<file path="config.mk">
export PLATFORM = sky130hd
export DESIGN_NAME = regfile_wb_arbiter
export DESIGN_NICKNAME = d
export VERILOG_FILES = /design/src/rtl/wb_arb_pkg.sv /design/src/rtl/wb_prio_fsm.sv /design/src/rtl/regfile_wb_arbiter.sv
export SDC_FILE = /design/constraint.sdc
export NUM_CORES = 1
export LEC_CHECK = 0
export BUFFER_PORTS_ARGS = -buffer_cell sky130_fd_sc_hd__buf_2
export CORE_MARGIN = 4
export CORE_UTILIZATION = 45
export DETAILED_ROUTE_END_ITERATION = 8
export PLACE_DENSITY = 0.83
export RECOVER_POWER = 50
export SYNTH_ARGS = -nofsm -noshare
export SYNTH_HDL_FRONTEND = slang
export SYNTH_SLANG_ARGS = --single-unit
</file>
<file path="constraint.sdc">
create_clock -name clk -period 2.3 [get_ports clk]
set_clock_uncertainty 0.1 [all_clocks]
set_input_delay 0 -clock clk [delete_from_list [all_inputs] [get_ports clk]]
set_output_delay 0 -clock clk [all_outputs]
set_load 0.02 [all_outputs]
</file>
<file path="src/rtl/wb_arb_pkg.sv">
// Shared types and defaults for the register-file write-back arbiter.
// Feature macro consumed by the top: WB_ZERO_REG_FILTER_EN.
package wb_arb_pkg;

  localparam int unsigned DATA_W_DEF = 32;
  localparam int unsigned ADDR_W_DEF = 5;
  localparam int unsigned CNT_W      = 4;
  localparam int unsigned CNT_MAX    = 15;

  typedef enum logic {
    PRI_A = 1'b0,
    PRI_B = 1'b1
  } prio_e;

endpackage

</file>
<file path="src/rtl/wb_prio_fsm.sv">
// Priority FSM plus saturating starve counter for requester B.
// B gains conflict priority once it has lost STARVE_LIMIT conflicts in a row.
module wb_prio_fsm
  import wb_arb_pkg::*;
#(
  parameter int unsigned STARVE_LIMIT = 4
) (
  input  logic  clk,
  input  logic  rst_n,
  input  logic  i_b_req,
  input  logic  i_b_ack,
  output prio_e o_state
);

  prio_e              r_state;
  prio_e              w_state_nxt;
  logic [CNT_W-1:0]   r_cnt;
  logic [CNT_W-1:0]   w_cnt_nxt;

  always_ff @(posedge clk or negedge rst_n) begin
    if (!rst_n) begin
      r_state <= PRI_A;
      r_cnt   <= '0;
    end else begin
      r_state <= w_state_nxt;
      r_cnt   <= w_cnt_nxt;
    end
  end

  // Switch on the post-edge count so B wins exactly after STARVE_LIMIT losses.
  always_comb begin
    w_cnt_nxt   = r_cnt;
    w_state_nxt = r_state;
    if (i_b_ack) begin
      w_cnt_nxt = '0;
    end else if (i_b_req && (r_cnt != CNT_W'(CNT_MAX))) begin
      w_cnt_nxt = r_cnt + CNT_W'(1);
    end
    case (r_state)
      PRI_A:   if (w_cnt_nxt >= CNT_W'(STARVE_LIMIT)) w_state_nxt = PRI_B;
      PRI_B:   if (i_b_ack) w_state_nxt = PRI_A;
      default: w_state_nxt = PRI_A;
    endcase
  end

  assign o_state = r_state;

endmodule

</file>
<file path="src/rtl/regfile_wb_arbiter.sv">
// Two-requester register-file write-back arbiter with anti-starvation priority.
// Optional WB_ZERO_REG_FILTER_EN suppresses the write enable for register 0.
module regfile_wb_arbiter
  import wb_arb_pkg::*;
#(
  parameter int unsigned DATA_W       = DATA_W_DEF,
  parameter int unsigned ADDR_W       = ADDR_W_DEF,
  parameter int unsigned STARVE_LIMIT = 4
) (
  input  logic              clk,
  input  logic              rst_n,
  input  logic              a_req,
  input  logic [ADDR_W-1:0] a_addr,
  input  logic [DATA_W-1:0] a_data,
  output logic              a_ack,
  input  logic              b_req,
  input  logic [ADDR_W-1:0] b_addr,
  input  logic [DATA_W-1:0] b_data,
  output logic              b_ack,
  output logic              rf_we,
  output logic [ADDR_W-1:0] rf_waddr,
  output logic [DATA_W-1:0] rf_wdata,
  output logic              rf_sel
);

  prio_e             w_state;
  logic              w_grant_a;
  logic              w_grant_b;
  logic              w_grant;
  logic              w_we;
  logic [ADDR_W-1:0] w_addr;
  logic [DATA_W-1:0] w_data;

  logic              r_we;
  logic [ADDR_W-1:0] r_waddr;
  logic [DATA_W-1:0] r_wdata;
  logic              r_sel;

  wb_prio_fsm #(
    .STARVE_LIMIT (STARVE_LIMIT)
  ) u_fsm (
    .clk     (clk),
    .rst_n   (rst_n),
    .i_b_req (b_req),
    .i_b_ack (w_grant_b),
    .o_state (w_state)
  );

  // Grant: lone requester always wins; conflicts resolved by priority state.
  always_comb begin
    w_grant_b = rst_n && b_req && (!a_req || (w_state == PRI_B));
    w_grant_a = rst_n && a_req && !w_grant_b;
    w_grant   = w_grant_a || w_grant_b;
    w_addr    = w_grant_b ? b_addr : a_addr;
    w_data    = w_grant_b ? b_data : a_data;
`ifdef WB_ZERO_REG_FILTER_EN
    w_we      = w_grant && (w_addr != '0);
`else
    w_we      = w_grant;
`endif
  end

  always_ff @(posedge clk or negedge rst_n) begin
    if (!rst_n) begin
      r_we    <= 1'b0;
      r_waddr <= '0;
      r_wdata <= '0;
      r_sel   <= 1'b0;
    end else begin
      r_we <= w_we;
      if (w_grant) begin
        r_waddr <= w_addr;
        r_wdata <= w_data;
        r_sel   <= w_grant_b;
      end
    end
  end

  assign a_ack    = w_grant_a;
  assign b_ack    = w_grant_b;
  assign rf_we    = r_we;
  assign rf_waddr = r_waddr;
  assign rf_wdata = r_wdata;
  assign rf_sel   = r_sel;

endmodule

</file>
Word-level counts from Yosys, hierarchy flattened
Index checks and enable logic that the tools add are counted.
{"block": "totals", "elab_cells": 26, "inputBits": 78, "register_bits": 44}
{"block": "op_classes", "n_bitwise": 1, "eq_ne": 1, "reduce_logical": 9, "n_addsub": 1, "muxes": 7, "order_cmp": 1}
{"op": "32-bit two-way mux", "count": 1}
{"op": "4-bit two-way mux", "count": 2}
{"op": "1-bit logical AND", "count": 5}
{"op": "5-bit two-way mux", "count": 1}
{"op": "4-bit by 1-bit adder with 4-bit output, second input constant", "count": 1}
{"op": "4-bit by 3-bit >= comparator with 1-bit output, second input constant", "count": 1}
{"op": "4-bit != test, second input constant", "count": 1}
{"op": "1-bit logical NOT", "count": 2}
{"op": "1-bit logical OR", "count": 2}
{"op": "1-bit two-way mux", "count": 2}
{"op": "1-bit one-hot mux with 2 select lines", "count": 1}
{"op": "1-bit inverter", "count": 1}

Logic depth before layout (Yosys ltp)
Gate-level depths: netlist of run 1.
{"block": "logic_depth", "word_depth": 7, "mapped_depth": 5}

By module
Synthesis of run 1 repeated with hierarchy kept, for this count alone.
{"block": "unflattened", "cells_unflattened": 157, "hier_area_um2": 1953.1}
{"module": "regfile_wb_arbiter", "area_each_um2": 1702.9, "cells_per_inst": 133, "seq_area_each_um2": 975.9, "n_inst": 1}
{"module": "wb_prio_fsm", "area_each_um2": 250.2, "cells_per_inst": 24, "seq_area_each_um2": 125.1, "n_inst": 1}

Worst setup path before layout of run 1
No wires, ideal clock.
{"block": "synth_path", "path_kind": "register to register", "startpoint": "register u_fsm.r_cnt[0]", "endpoint": "register u_fsm.r_cnt[0]", "setup_time_ns": 0.078, "arrival_ns": 1.215, "stages_incl_launch_ff": 5, "slack_ns": 0.908, "required_ns": 2.122, "period_less_slack_ns": 1.392, "n_path_buf": 0, "path_cell_list": "dfrtp_1 ha_1 and3_1 or3_1 a21oi_1"}
{"block": "synth_between", "elab_chain_cells": 4}
{"element": "start: declaration", "line": "wb_prio_fsm.sv:17", "source": "logic [CNT_W-1:0] r_cnt;"}
{"element": "start signal: assignment", "line": "wb_prio_fsm.sv:26", "source": "r_cnt <= w_cnt_nxt;"}
{"element": "branches (longest 2 deep; another with 4-bit by 1-bit adder with 4-bit output)"}
{"element": "4-bit two-way mux *", "line": "wb_prio_fsm.sv:36", "source": "end else if (i_b_req && (r_cnt != CNT_W'(CNT_MAX))) begin"}
{"element": "4-bit two-way mux *", "line": "wb_prio_fsm.sv:34", "source": "if (i_b_ack) begin"}
{"element": "named net u_fsm.w_cnt_nxt[0]", "line": "wb_prio_fsm.sv:18", "source": "logic [CNT_W-1:0] w_cnt_nxt;"}
Mark *: on every way through the listed nets, which the timed path passes.
A chain may end at the register's enable or synchronous reset.

Worst setup path after layout of run 1
{"block": "layout_path", "startpoint": "input rst_n", "endpoint": "register r_wdata[14] (netlist: rf_wdata[14])"}
{"block": "layout_between", "elab_chain_cells": 5}
{"element": "start: declaration", "line": "regfile_wb_arbiter.sv:11", "source": "input logic rst_n,"}
{"element": "1-bit logical AND (2 in a row)", "line": "regfile_wb_arbiter.sv:51", "source": "w_grant_b = rst_n && b_req && (!a_req || (w_state == PRI_B));"}
{"element": "1-bit logical NOT", "line": "regfile_wb_arbiter.sv:52", "source": "w_grant_a = rst_n && a_req && !w_grant_b;"}
{"element": "1-bit logical AND", "line": "regfile_wb_arbiter.sv:52"}
{"element": "1-bit logical OR", "line": "regfile_wb_arbiter.sv:53", "source": "w_grant = w_grant_a || w_grant_b;"}
{"element": "end signal: assignment", "line": "regfile_wb_arbiter.sv:73", "source": "r_wdata <= w_data;"}
{"element": "end: declaration", "line": "regfile_wb_arbiter.sv:36", "source": "logic [DATA_W-1:0] r_wdata;"}
Parallel ways exist; a longest one is shown, timed or not.

==> reports/results.tsv, run 1 <==
stage	metric	value	unit
timing	final sum of negative setup slack	0	ps
route	initial drt markers	102	
grt	pin count of the biggest net entering global routing	44	
logic_synthesis	syn_nets	235	
cts	CTS clock-pin slew for the worst setup and hold paths	80	ps
timing	Least-Margin Pin Slew	1030	ps
route	Total Routed Length	7120	um
grt	routing usage on met1	0.323	
timing	Tmin final	2120	ps
grt	M2 GR Usage	0.460	
place	pre-CTS setup slack	620	ps
route	Avg WL per Cell	17.6	um
finish	most common cell after layout, fill and taps aside	buf_2	
cts	CTS H-Tree Depth	2	
cts	number of buffers created by CTS	5	
timing	Max-slew headroom	0.315	
timing	final period utilization	0.920	
floorplanning	Core Rows	23	
cts	clock tree buffer depth	2	
logic_synthesis	top post-synthesis cells by area	dfrtp_1 57%, a221o_1 19%, and2_0 12%	
route	via count	2145	
grt	total track usage	0.263	
grt	grt ovf	0	
finish	Layout area overhead	77.6	%
min_path	hold depth	3	
place	gpl congestion	0.778	
finish	Layout fillers	231	
logic_synthesis	Yosys top cell by area	dfrtp_1	
finish	fin area	3440	um^2
critical_path	worst endpoint data arrival time	2230	ps
grt	initial antenna violation count	0	
critical_path	crit path capture type	register	
floorplanning	CORE AREA	4090	um^2
status	status	complete, no violations	
floorplanning	Die Y	73.6	um
route	Via density	5.30	
floorplanning	I/O Pins	119	
timing	Slew Limit Fails	0	
floorplanning	DIE AREA	5410	um^2
flow_run	max cap viols	0	
finish	fin util	0.841	
power	Design Power	2710	uW
route	Pre-antenna DRT Iters	4	
floorplanning	Initial Util	0.474	
finish	layout net count	433	
logic_synthesis	number of synthesized register bits	44	
floorplanning	Die W	73.6	um
timing	final worst setup slack	183	ps
power	VDD IR-drop max	0.602	mV
logic_synthesis	Warnings, synthesis	0	
logic_synthesis	Avg Inst Size Synth	12.4	um^2
place	Placement Cell Area	2570	um^2
finish	area of the multi-input gates	773	um^2
critical_path	most used cell, CP	dlygate4sd3_1	
logic_synthesis	top cell type's share of synthesized area	0.569	
timing	fmax	472	MHz
critical_path	Startpoint Class	input port	
critical_path	Worst EP required	2420	ps
cts	CTS root buf	clkbuf_8	
grt	gr busiest metal	met2	
route	Routed Antenna Nets	0	
critical_path	CP Cell Sequence	dlygate4sd3_1 -> buf_2 -> nand2_1 -> a21oi_4 -> buf_12 -> a221o_1 -> dlygate4sd3_1	
power	PD cells	788	nW/um^2
grt	number of global-route vias before repair	2254	
timing	Hold Fails Final Rpt	0	
critical_path	worst-path fanout max	26	
finish	# diodes	0	
timing	final setup vio count	0	
logic_synthesis	Post-Syn Area	1940	um^2
critical_path	CP Class	input port to register	
cts	CTS tree	built	
power	P_leak	0.00164	uW
finish	most frequent cells in the layout	79 x buf_2, 77 x dlygate4sd3_1, 44 x dfrtp_1	
finish	sequential cell area	1100	um^2
timing	setup repair after global routing missed its margin	false	
cts	Sink Count	44	
critical_path	Worst Reg-to-Reg Cells	5	
cts	Worst-Skew Late Latency	280	ps
logic_synthesis	Mapped Cells	156	
logic_synthesis	count of unique library cells instantiated by Yosys	23	
critical_path	max incr delay on CP	580	ps
place	hpwl dp	3840	um
route	DRC	0	
place	I/O Buffers	118	
grt	met3 Use GR	0.0629	
min_path	worst min path class	input port to register	
finish	layout cells sized above 1	0.273	
logic_synthesis	register area share after synthesis	0.569	
grt	first-pass GRT wire length	11000	um
critical_path	critical path's slowest cell	dlygate4sd3_1	
[flip-flops by register name, summed over array words and instances, names as in the netlist]
name / cells
rf_wdata: 32
rf_waddr: 5
u_fsm.r_cnt: 4
rf_sel: 1
rf_we: 1
u_fsm.o_state: 1
[cell usage after synthesis]
cell type,n
nand3b_1,1
nand4_1,1
o21ai_0,2
a21oi_2,1
dfrtp_1,44
a221o_1,37
or3_1,1
ha_1,1
buf_6,3
o21ai_2,1
inv_1,3
nor2_1,2
and2_0,37
nand2b_1,1
a21oi_1,3
clkbuf_1,2
a31oi_1,1
nand2_1,3
mux2i_1,1
a21o_1,2
and3_1,1
buf_2,7
o31ai_1,1
[stage by stage]
stage / hold WS [ps] / std cells
floorplan: -396 / 156
global placement: -283 / 316
detailed placement: -281 / 316
CTS: 11.0 / 401
global route: 94.1 / 405
finish: 51.5 / 405
[final timing paths]
check	start	endpoint	slack, ps
min in group asynchronous	rst_n	rf_wdata[24]$_DFFE_PN0P_	570
min	a_req	rf_sel$_DFFE_PN0P_	50
min reg2reg	rf_sel$_DFFE_PN0P_	rf_sel$_DFFE_PN0P_	420
max in group asynchronous	rst_n	rf_waddr[4]$_DFFE_PN0P_	910
max reg2reg	u_fsm.o_state$_DFF_PN0_	rf_wdata[9]$_DFFE_PN0P_	270
max	rst_n	rf_wdata[14]$_DFFE_PN0P_	180
[critical path: cells and delay by family]
family,cells,cell delay [ps]
simple gates,1,130
compound gates,2,540
buf+inv,4,1550
[repair_timing]
item	CTS	global route
resized for setup	0	1
setup endpoints to repair	0	7
hold buffers	77	0
buffers inserted	0	4
endpoints found under the hold margin	82	0
[power by group]
group | total (uW) | switching [uW] | internal [uW]
logic | 1070 | 542 | 530
clock network | 568 | 246 | 322
registers | 1070 | 118 | 951
[final cells by class]
| type | instances | share of cell area |
|---|---|---|
| Clock buffer | 6 | 0.0211 |
| Clock inverter | 2 | 0.0102 |
| Inverter | 3 | 0.00328 |
| Multi-Input combinational cell | 97 | 0.225 |
| Sequential cell | 44 | 0.320 |
| Tap cell | 50 | 0.0182 |
| Timing Repair Buffer | 203 | 0.402 |
[kinds of logic after synthesis]
logic type | count (synthesis) | share of synthesized area
and+or+nand+nor | 47 | 0.146
AOI/OAI and AO/OA | 48 | 0.228
buffers and inverters | 15 | 0.0452
muxes | 1 | 0.00517
DFF | 44 | 0.569
adders and majority gates | 1 | 0.00646
[metal layers]
| metal | wire length (um) | vias to the layer above |
|---|---|---|
| li1 | - | 987 |
| met1 | 2790 | 1026 |
| met2 | 3580 | 122 |
| met3 | 668 | 10 |
| met4 | 75 | 0 |
| met5 | 0 | - |
No activity file was read; power rests on OpenSTA's default activity.
==> run 2: changes to the inputs <==
Settings changed: CORE_UTILIZATION 45 to 44, PLACE_DENSITY 0.83 to 0.82.
Clock period 2.3 ns to 2.6 ns, I/O delays scaled along.
==> reports/results.tsv, run 2 (synthesized netlist as in run 1, its figures left out) <==
stage	metric	value	unit
status	status	complete, no violations	
cts	Sink Count	44	
route	Via density	5.41	
grt	number of global-route vias before repair	2289	
critical_path	crit path capture type	register	
finish	most frequent cells in the layout	98 x buf_2, 77 x dlygate4sd3_1, 44 x dfrtp_1	
critical_path	worst-path fanout max	22	
route	via count	2175	
cts	# Post-CTS Setup Buffers	0	
timing	setup repair after global routing missed its margin	false	
timing	Hold Fails Final Rpt	0	
place	gpl congestion	0.773	
timing	Slew Limit Fails	0	
critical_path	WP buf/inv	4	
floorplanning	DIE AREA	5520	um^2
cts	CTS H-Tree Depth	2	
critical_path	most used cell, CP	dlygate4sd3_1	
finish	max FFs per register	32	
power	Net Sw Power	811	uW
critical_path	CP startpoint	rst_n	
finish	most common cell after layout, fill and taps aside	buf_2	
route	Avg WL per Cell	19.0	um
timing	Least-Margin Pin Slew	1030	ps
timing	final hold slack	32.4	ps
place	I/O Buffers	118	
grt	pin count of the biggest net entering global routing	43	
power	sequential power share	0.404	
timing	final period utilization	0.899	
grt	total track usage	0.288	
timing	final sum of negative setup slack	0	ps
cts	clock tree buffer depth	2	
power	Net Sw Frac	0.345	
critical_path	CP Depth	7	
finish	# diodes	0	
grt	grt ovf	0	
route	Pre-antenna DRT Iters	4	
critical_path	worst reg2reg endpoint	rf_wdata[5]$_DFFE_PN0P_	
critical_path	CP Cell Sequence	dlygate4sd3_1 -> buf_2 -> nand2_1 -> a21oi_4 -> buf_4 -> a221o_1 -> dlygate4sd3_1	
finish	fin area	3420	um^2
cts	number of buffers created by CTS	5	
critical_path	Worst Reg-to-Reg Cells	4	
floorplanning	CORE AREA	4120	um^2
route	Routed Antenna Nets	0	
critical_path	Top delay family on crit path	buffers and inverters	
critical_path	Startpoint Class	input port	
power	Logic pwr share	0.406	
timing	Max-slew headroom	0.316	
critical_path	CP Class	input port to register	
floorplanning	Die W	74.3	um
cts	cts repair resizes	0	
timing	fmax	428	MHz
cts	CTS tree	built	
power	PD cells	687	nW/um^2
timing	final setup vio count	0	
power	cell-internal power	1540	uW
finish	Layout fillers	221	
grt	initial antenna violation count	0	
cts	CTS clock-pin slew for the worst setup and hold paths	70	ps
min_path	worst min path class	input port to register	
floorplanning	Die Y	74.3	um
cts	CTS root buf	clkbuf_8	
critical_path	max incr delay on CP	590	ps
critical_path	flop-to-flop setup slack	370	ps
flow_run	max cap viols	0	
finish	layout net count	430	
critical_path	Worst EP required	2720	ps
finish	fin util	0.831	
place	Placement Cell Area	2580	um^2
critical_path	worst r2r src	u_fsm.o_state$_DFF_PN0_	
place	hpwl dp	4080	um
timing	Tmin final	2340	ps
finish	layout cells sized above 1	0.321	
floorplanning	Initial Util	0.470	
route	Total Routed Length	7620	um
floorplanning	Core Rows	23	
floorplanning	I/O Pins	119	
critical_path	critical path's slowest cell	dlygate4sd3_1	
finish	Layout area overhead	76.6	%
power	Clock power frac	0.190	
grt	first-pass GRT wire length	11800	um
power	P_leak	0.00167	uW
critical_path	worst endpoint data arrival time	2460	ps
critical_path	Worst Setup EP	rf_wdata[5]$_DFFE_PN0P_	
power	VDD IR-drop max	0.412	mV
cts	Worst-Skew Late Latency	300	ps
route	DRC	0	
route	initial drt markers	213	
==> run 2: cell count changes in the layout (fill, tap and decap cells not counted), sizes merged <==
cell and delta:
clkbuf -18, buf +16, bufinv -1, clkinv -1
clkinvlp +1
==> run 2: power groups by stage <==
stage,combinational [uW],clock [uW],sequential (uW)
3_5_place_dp,715,0,942
3_3_place_gp,695,0,942
6_report,953,446,948
5_1_grt,1020,490,965
2_1_floorplan,270,0,1090
4_1_cts,936,454,934
==> run 2: worst min path at each step <==
stage,slack [ps],startpoint,to,depth (start not counted)
2_1_floorplan,-400,rst_n,rf_sel$_DFFE_PN0P_,0
3_3_place_gp,-280,rst_n,u_fsm.o_state$_DFF_PN0_,1
3_5_place_dp,-270,rst_n,u_fsm.o_state$_DFF_PN0_,1
4_1_cts,30,a_req,rf_sel$_DFFE_PN0P_,3
5_1_grt,60,a_req,rf_sel$_DFFE_PN0P_,3
6_report,30,a_req,rf_sel$_DFFE_PN0P_,3
==> run 2: worst reg2reg max path, stage by stage (launching register included) <==
cell	delay, ps
dfrtp_1	420
a21oi_4	540
buf_4	340
a221o_1	180
dlygate4sd3_1	590
==> run 2: layout make-up <==
| cell class | instances | area (um^2) | area share |
|---|---|---|---|
| Sequential cell | 44 | 1100 | 0.322 |
| Clock buffer | 7 | 86.3 | 0.0253 |
| Clock inverter | 1 | 7.51 | 0.00220 |
| Timing Repair Buffer | 200 | 1380 | 0.405 |
| Tap cell | 50 | 62.6 | 0.0183 |
| Multi-Input combinational cell | 97 | 766 | 0.224 |
| Inverter | 3 | 11.3 | 0.00329 |
==> run 2: repair_timing <==
item | 4_1_cts | 5_1_grt
endpoints found under the setup margin | 0 | 0
endpoints found under the hold margin | 82 | 0
hold buffers | 77 | 0
==> run 2: per-layer routing <==
layer | track usage | share of wire | vias up
met5 | 0 | 0 | -
met4 | 0.0771 | 0.020 | 0
met3 | 0.0811 | 0.11 | 15
met2 | 0.508 | 0.51 | 154
met1 | 0.347 | 0.37 | 1029
li1 | - | - | 977
==> run 2: stage by stage <==
| step | std cells | total power, uW | worst slack (ps) |
|---|---|---|---|
| 3_5_place_dp | 317 | 1660 | 1010 |
| 4_1_cts | 402 | 2320 | 365 |
| 3_3_place_gp | 317 | 1640 | 1060 |
| 6_report | 402 | 2350 | 263 |
| 2_1_floorplan | 156 | 1360 | 1210 |
| 5_1_grt | 402 | 2470 | 181 |
